$ cat config.mk
export PLATFORM = sky130hd
export DESIGN_NAME = leb128_fetch
export DESIGN_NICKNAME = d
export VERILOG_FILES = /design/src/rtl/leb128_fetch.sv
export SDC_FILE = /design/constraint.sdc
export NUM_CORES = 1
export LEC_CHECK = 0
export ABC_AREA = 1
export BUFFER_PORTS_ARGS = -buffer_cell sky130_fd_sc_hd__buf_2
export CAP_MARGIN = 5
export CORE_MARGIN = 8
export CORE_UTILIZATION = 39
export CTS_CLUSTER_DIAMETER = 100
export DETAILED_ROUTE_END_ITERATION = 8
export GPL_TIMING_DRIVEN = 0
export MAX_ROUTING_LAYER = met4
export PLACE_DENSITY_LB_ADDON = 0.05
export SLEW_MARGIN = 5
export SYNTH_ARGS = -nofsm -noshare
export SYNTH_HDL_FRONTEND = slang
export SYNTH_SLANG_ARGS = --single-unit
$ cat constraint.sdc
create_clock -name clk -period 10.45 [get_ports clk]
set_input_delay 2.6125 -clock clk [delete_from_list [all_inputs] [get_ports clk]]
set_output_delay 2.6125 -clock clk [all_outputs]
set_load 0.005 [all_outputs]
$ cat src/rtl/leb128_fetch.sv
// leb128_fetch: fetches up to 10 bytes from a byte ROM in one multi-byte read,
// then decodes a WebAssembly LEB128 integer (signed/unsigned, 32/64 bit),
// one byte per cycle. Returns value, byte length and next address.
// Optional macro LEB128_STRICT_EN: reject unused non-zero/non-sign bits in
// the final byte of a full-length encoding.
module leb128_fetch #(
  parameter int AW    = 16,
  parameter int EXTRA = 4
) (
  input  logic                      clk,
  input  logic                      reset,
  input  logic                      start,
  input  logic [AW-1:0]             addr,
  input  logic                      is_signed,
  input  logic                      is_64,
  output logic                      busy,
  output logic [AW-1:0]             rom_addr,
  output logic [EXTRA-1:0]          rom_extra,
  input  logic [(2**EXTRA)*8-1:0]   rom_data,
  output logic                      done,
  output logic [63:0]               value,
  output logic [3:0]                len,
  output logic [AW-1:0]             next_addr,
  output logic                      error
);

  localparam logic [2:0] S_IDLE   = 3'd0;
  localparam logic [2:0] S_FETCH  = 3'd1;
  localparam logic [2:0] S_LOAD   = 3'd2;
  localparam logic [2:0] S_DECODE = 3'd3;
  localparam logic [2:0] S_DONE   = 3'd4;

  logic [2:0]       state_reg;
  logic [AW-1:0]    addr_reg;
  logic             sgn_reg;
  logic             w64_reg;
  logic [9:0][7:0]  buf_reg;
  logic [63:0]      acc_reg;
  logic [6:0]       shift_reg;
  logic [3:0]       idx_reg;
  logic [3:0]       res_len_reg;
  logic             res_err_reg;

  // ROM lanes: bytes are right-aligned, first byte most significant, so the
  // lane position of byte k depends on how many bytes were requested.
  logic [9:0][7:0]  lane;
  genvar gi;
  generate
    for (gi = 0; gi < 10; gi++) begin : g_lane
      if (gi < 5) begin : g_low
        assign lane[gi] = w64_reg ? rom_data[8*(9-gi) +: 8] : rom_data[8*(4-gi) +: 8];
      end else begin : g_high
        assign lane[gi] = w64_reg ? rom_data[8*(9-gi) +: 8] : 8'h00;
      end
    end
  endgenerate

  logic [7:0]  cur_byte;
  logic [3:0]  last_idx;
  logic [6:0]  next_shift;
  logic [63:0] acc_or;
  logic [63:0] acc_term;
  logic        strict_bad;

  // Per-byte accumulate and optional sign fill for a terminating byte
  always_comb begin
    cur_byte   = buf_reg[idx_reg];
    last_idx   = w64_reg ? 4'd9 : 4'd4;
    next_shift = shift_reg + 7'd7;
    acc_or     = acc_reg | ({57'd0, cur_byte[6:0]} << shift_reg);
    acc_term   = acc_or;
    if (sgn_reg && (next_shift < 7'd64) && cur_byte[6])
      acc_term = acc_or | (~64'd0 << next_shift);
  end

`ifdef LEB128_STRICT_EN
  // Final byte of a full-length encoding may carry only meaningful bits
  always_comb begin
    strict_bad = 1'b0;
    if (idx_reg == last_idx) begin
      case ({w64_reg, sgn_reg})
        2'b00:   strict_bad = (cur_byte[6:4] != 3'b000);
        2'b01:   strict_bad = !((cur_byte[6:3] == 4'b0000) || (cur_byte[6:3] == 4'b1111));
        2'b10:   strict_bad = (cur_byte[6:1] != 6'd0);
        default: strict_bad = !((cur_byte[6:0] == 7'd0) || (cur_byte[6:0] == 7'h7f));
      endcase
    end
  end
`else
  assign strict_bad = 1'b0;
`endif

  // Trim a raw accumulator to the target width (sign- or zero-extend 32-bit)
  function automatic logic [63:0] fit_width(input logic [63:0] a, input logic w64, input logic sgn);
    if (w64)      return a;
    else if (sgn) return {{32{a[31]}}, a[31:0]};
    else          return {32'd0, a[31:0]};
  endfunction

  assign busy = (state_reg != S_IDLE);

  // Main FSM: fetch, load, decode byte by byte, publish results with done
  always_ff @(posedge clk or posedge reset) begin
    if (reset) begin
      state_reg   <= S_IDLE;
      addr_reg    <= '0;
      sgn_reg     <= 1'b0;
      w64_reg     <= 1'b0;
      buf_reg     <= '0;
      acc_reg     <= '0;
      shift_reg   <= '0;
      idx_reg     <= '0;
      res_len_reg <= '0;
      res_err_reg <= 1'b0;
      rom_addr    <= '0;
      rom_extra   <= '0;
      done        <= 1'b0;
      value       <= '0;
      len         <= '0;
      next_addr   <= '0;
      error       <= 1'b0;
    end else begin
      done <= 1'b0;
      case (state_reg)
        S_IDLE: begin
          if (start) begin
            addr_reg  <= addr;
            sgn_reg   <= is_signed;
            w64_reg   <= is_64;
            rom_addr  <= addr;
            rom_extra <= is_64 ? EXTRA'(9) : EXTRA'(4);
            state_reg <= S_FETCH;
          end
        end
        S_FETCH: state_reg <= S_LOAD;
        S_LOAD: begin
          buf_reg   <= lane;
          acc_reg   <= '0;
          shift_reg <= '0;
          idx_reg   <= '0;
          state_reg <= S_DECODE;
        end
        S_DECODE: begin
          if (!cur_byte[7]) begin
            acc_reg     <= fit_width(acc_term, w64_reg, sgn_reg);
            res_len_reg <= idx_reg + 4'd1;
            res_err_reg <= strict_bad;
            state_reg   <= S_DONE;
          end else if (idx_reg == last_idx) begin
            acc_reg     <= fit_width(acc_or, w64_reg, sgn_reg);
            res_len_reg <= last_idx + 4'd1;
            res_err_reg <= 1'b1;
            state_reg   <= S_DONE;
          end else begin
            acc_reg   <= acc_or;
            shift_reg <= next_shift;
            idx_reg   <= idx_reg + 4'd1;
          end
        end
        S_DONE: begin
          value     <= acc_reg;
          len       <= res_len_reg;
          next_addr <= addr_reg + AW'(res_len_reg);
          error     <= res_err_reg;
          done      <= 1'b1;
          state_reg <= S_IDLE;
        end
        default: state_reg <= S_IDLE;
      endcase
    end
  end

endmodule

# --- Yosys cells after proc, flatten, opt, wreduce, memory -nomap -nowiden ---
# Index checks and enable logic that the tools add are counted.
totals:
  reg_bits: 271
  input_bits: 149
  elab_cells: 91
classes:
  addsub: 4
  n_lt_le_gt_ge: 2
  n_eq_ne: 10
  n_shift: 2
  muxes: 37
  bitwise_logic: 2
  n_reduce_logical: 9
op_table:
  columns: ["cell", "n"]
  rows:
  - ["$mux 64", 7]
  - ["$or 64x64->64", 2]
  - ["$pmux 64 s2", 1]
  - ["$mux 8", 11]
  - ["$shl 64x7->64 const A", 1]
  - ["$shl 7x7->64", 1]
  - ["$bmux 8 s4", 1]
  - ["$mux 4", 6]
  - ["$add 16x4->16", 1]
  - ["$mux 7", 2]
  - ["$pmux 7 s2", 1]
  - ["$pmux 3 s4", 1]
  - ["$mux 3", 3]
  - ["$add 4x1->4 const B", 2]
  - ["$pmux 4 s2", 1]
  - ["$add 7x3->7 const B", 1]
  - ["$lt 7x7->1 const B", 1]
  - ["$eq 3x2->1 const B", 2]
  - ["$ne 2x2->1 const B", 3]
  - ["$reduce_and 2->1", 3]
  - ["$lt 4x5->1 const B", 1]
  - ["$eq 4x4->1", 1]
  - ["$eq 3x1->1 const B", 1]
  - ["$eq 3x3->1 const B", 1]
  - ["8 further kinds", 11]

# --- Logic depth before layout (Yosys ltp) ---
depth:
  depth_word: 10
  mapped_depth: 21
  ltp_nobuf: 19

# --- Worst setup path before layout ---
# Ideal clock, no wire load.
synth_path:
  path_kind: "input to register"
  start: "in start"
  end: "reg addr_reg[5]"
  arrival_time_ns: 3.316
  t_required_ns: 10.367
  path_slack_ns: 7.051
  cell_stages: 5
  path_buffers: 1
  cell_sequence: "nand3_1 inv_1 clkbuf_1 nand2_1 o21ai_0"
synth_between:
  elab_chain_len: 1
synth_rtl:
  columns: ["element", "line", "rtl"]
  rows:
  - ["from (decl)", "12", "input logic start,"]
  - ["$reduce_and 2->1 (no source line)", null, null]
  - ["to (signal assigned)", "127", "addr_reg <= addr;"]
  - ["to (decl)", "34", "logic [AW-1:0] addr_reg;"]
# Every way passes these cells.
# A chain may end at the register's enable or synchronous reset.

# --- Worst setup path after layout ---
layout_path:
  start: "reg state_reg[1]"
  end: "out busy"
layout_between:
  elab_chain_len: 1
layout_rtl:
  columns: ["element", "line", "rtl"]
  rows:
  - ["from (decl)", "33", "logic [2:0] state_reg;"]
  - ["from (signal assigned)", "105", "state_reg <= S_IDLE;"]
  - ["from (signal assigned)", "132", "state_reg <= S_FETCH;"]
  - ["from (signal assigned)", "135", "S_FETCH: state_reg <= S_LOAD;"]
  - ["$reduce_bool 3->1", "100", "assign busy = (state_reg != S_IDLE);"]
  - ["to (decl)", "16", "output logic busy,"]
# Every way passes these cells.

==> results.toml <==
[sta]
drv_slew = 0
rsz0062_at_grt = "no"
fmax_mhz = 252
layout_setup_ws_ns = 6.48
fin_skew_ns = 0.0105
hold_viol_final = 0
setup_violations = 0
fin_hold_ws_ns = 0.462
worstMarginPinSlew_ns = 0.938
min_period_ns = 3.97
period_share_pct = 38.0
slew_headroom_pct = 37.2

[worst_setup_path]
start_kind = "flop"
crit_path_end_kind = "output pin"
cp.required_ns = 7.84
worstSetupPathType = "flop to output pin"
cp.arrival_ns = 1.36
timing.rr.start = "shift_reg[0]"
r2r-end = "acc_reg[53]"
reg2reg_depth = 14
critPathMaxFanout = 4
crit_start = "state_reg[1]"
critPathCapture = "busy"
worst-r2r-setup-slack_ns = 7.05

[synth]
avgSynthCellArea_um2 = 7.58
syn_nets = 1965
synth_edf_count = 0
ys_seq_area_share_pct = 49.0
synthTopCellsByCount = "nand2_1 (557), dfrtp_1 (268), o21ai_0 (220)"
synthArstFlopShare_pct = 100
synthTopCellsByArea = "dfrtp_1 (49%), nand2_1 (15%), o21ai_0 (8.0%), nand3_1 (6.2%), inv_1 (4.5%)"
syn_area_um2 = 13700
yosysWarningCount = 0
ys_seq_elements = 268
netlist_instances = 1806
yosysMostFrequentCell = "nand2_1"
synth_cell_type_count = 44
synthFlopType = "dfrtp_1"
yosysTopAreaCellShare_pct = 49.0
synth_area_leader_cell = "dfrtp_1"

[run]
drv_cap = 0

[floorplan]
core_area_um2 = 34500
die_h_um = 203
num_rows = 68
die_area_um2 = 41400
die_w_um = 203
ios = 256
initial_utilization_pct = 39.6

[clocking]
cts_max_level = 2
cts-root-buf = "clkbuf_16"
clk_pin_slew_ns = 0.06
postCtsHoldBufs = 0
numCtsBuffers = 34
insertion_delay_ns = 0.52
post_cts_resized = 0
clock_sinks = 268
clk_path_buf_depth = 3
postCtsSetupBuffers = 0
cts_tree = "done"

[pwr]
p_comb_share_pct = 50.0
p_clk_share_pct = 20.4
power_leakage_nw = 8.31
seqPwrFrac_pct = 29.7
vdd.ir_drop.worst_uv = 141
switching_share_pct = 47.4
p_int_mw = 3.02
p_switching_mw = 2.72
powerDensity_nw_per_um2 = 348

[layout]
fill_cells = 3634
ff_latch_area_um2 = 6710
drive_gt1_share_pct = 15.4
fin_nets = 2209
largest_reg_flops = 80
multiInputGateArea_um2 = 5820
area_growth_pct = 20.2

[global_routing]
antenna_found_initial = 1
grt_pass1_vias = 13400
grt_usage_pct = 26.0
grt_pass1_wl_mm = 81.8
gr-total-overflow = 0
grt_max_degree = 106

[placement]
place_congestion = 0.944
dpl.hpwl_mm = 40.3
pre_cts_slack_ns = 6.33
port_buffers = 206

[route]
drt-initial-drc-count = 1017
avgRoutedWirePerCell_um = 21.0
ant_nets = 0
vias = 13400
routed_wl_mm = 53.0
dr.pass1.iters = 5
via_per_inst = 5.30
drc_errors = 0

[hold_path]
hold_path.class = "flop to flop"

[outcome]
status = "complete, no violations"
## cells in the final DEF, fill, tap and decap left out, types with 4 or more instances in the layout
| master | Yosys | layout |
|---|---|---|
| buf_4 | 8 | 8 |
| nor3_1 | 4 | 4 |
| nand2_1 | 557 | 557 |
| inv_2 | 10 | 10 |
| xor2_1 | 8 | 8 |
| nand3_1 | 169 | 169 |
| buf_6 | 8 | 8 |
| nor2_1 | 112 | 112 |
| dfrtp_1 | 268 | 268 |
| nand4_1 | 21 | 21 |
| o31ai_1 | 13 | 13 |
| a31oi_1 | 33 | 33 |
| buf_2 | 14 | 220 |
| clkbuf_8 | 0 | 7 |
| inv_1 | 164 | 163 |
| a21oi_1 | 44 | 44 |
| ha_1 | 9 | 9 |
| buf_1 | 9 | 9 |
| o21ai_1 | 13 | 13 |
| clkbuf_1 | 64 | 73 |
| o21ai_0 | 220 | 220 |
| o22ai_1 | 8 | 8 |
| o211ai_1 | 17 | 17 |
| clkbuf_16 | 0 | 34 |
## worst max-delay path, stage by stage, from the launching register on
cell     delay (ns)
dfrtp_1        0.40
nor2_1         0.18
nand2_1        0.09
buf_2          0.15
## how the worst min path moves through the flow
stage | slack, ns | end | start | cells after the start
after floorplan | 0.45 | buf_reg[63] | buf_reg[63] | 2
after global placement | 0.45 | value[39] | value[39] | 2
after detailed placement | 0.45 | value[30] | value[30] | 2
after CTS | 0.47 | value[30] | value[30] | 2
after global routing | 0.48 | error | error | 2
final | 0.46 | value[30] | value[30] | 2
## cell type report
cell class | instances | area share [%]
Sequential cell | 268 | 40.8
Tap cell | 455 | 3.46
Multi-Input combinational cell | 1257 | 35.4
Clock inverter | 9 | 0.730
Antenna cell | 1 | 0.0152
Buffer | 104 | 3.03
Timing Repair Buffer | 208 | 6.60
Clock buffer | 50 | 5.96
Inverter | 177 | 4.10
## metrics by stage
step	utilization (%)	cells	cell area [um^2]	setup TNS, ns	power, mW
2_1_floorplan	-	1806	13700	0	3.41
3_3_place_gp	44.3	2467	15300	-811.28	4.51
3_5_place_dp	44.4	2469	15400	0	4.53
4_1_cts	47.6	2528	16500	0	5.72
5_1_grt	47.6	2528	16500	0	6.16
6_report	47.6	2529	16500	0	5.73
## cells by family after synthesis
kind of cell / synth area share (%)
buffers and inverters: 8.52
adders and majority gates: 0.969
AOI/OAI and AO/OA: 14.2
and+or+nand+nor: 26.7
other: 0.0274
xor gates and xnor gates: 0.640
DFF: 49.0
## layer usage
metal	track usage (%)	up-vias	part of all wire [%]	wire length [um]
met5	-	-	0	0
li1	-	6371	-	-
met2	37.4	523	42	22300
met4	4.51	0	1.3	710
met1	38.7	6472	49	26100
met3	4.03	49	7.4	3910
## power by group through the flow
stage / Sequential (mW) / Clock (mW) / Combinational, mW
after floorplan: 1.66 / 0 / 1.74
after global placement: 1.71 / 0 / 2.80
after detailed placement: 1.71 / 0 / 2.82
after CTS: 1.70 / 1.19 / 2.83
after global routing: 1.74 / 1.23 / 3.18
final: 1.70 / 1.17 / 2.86
(Power assumes the default switching activity.)
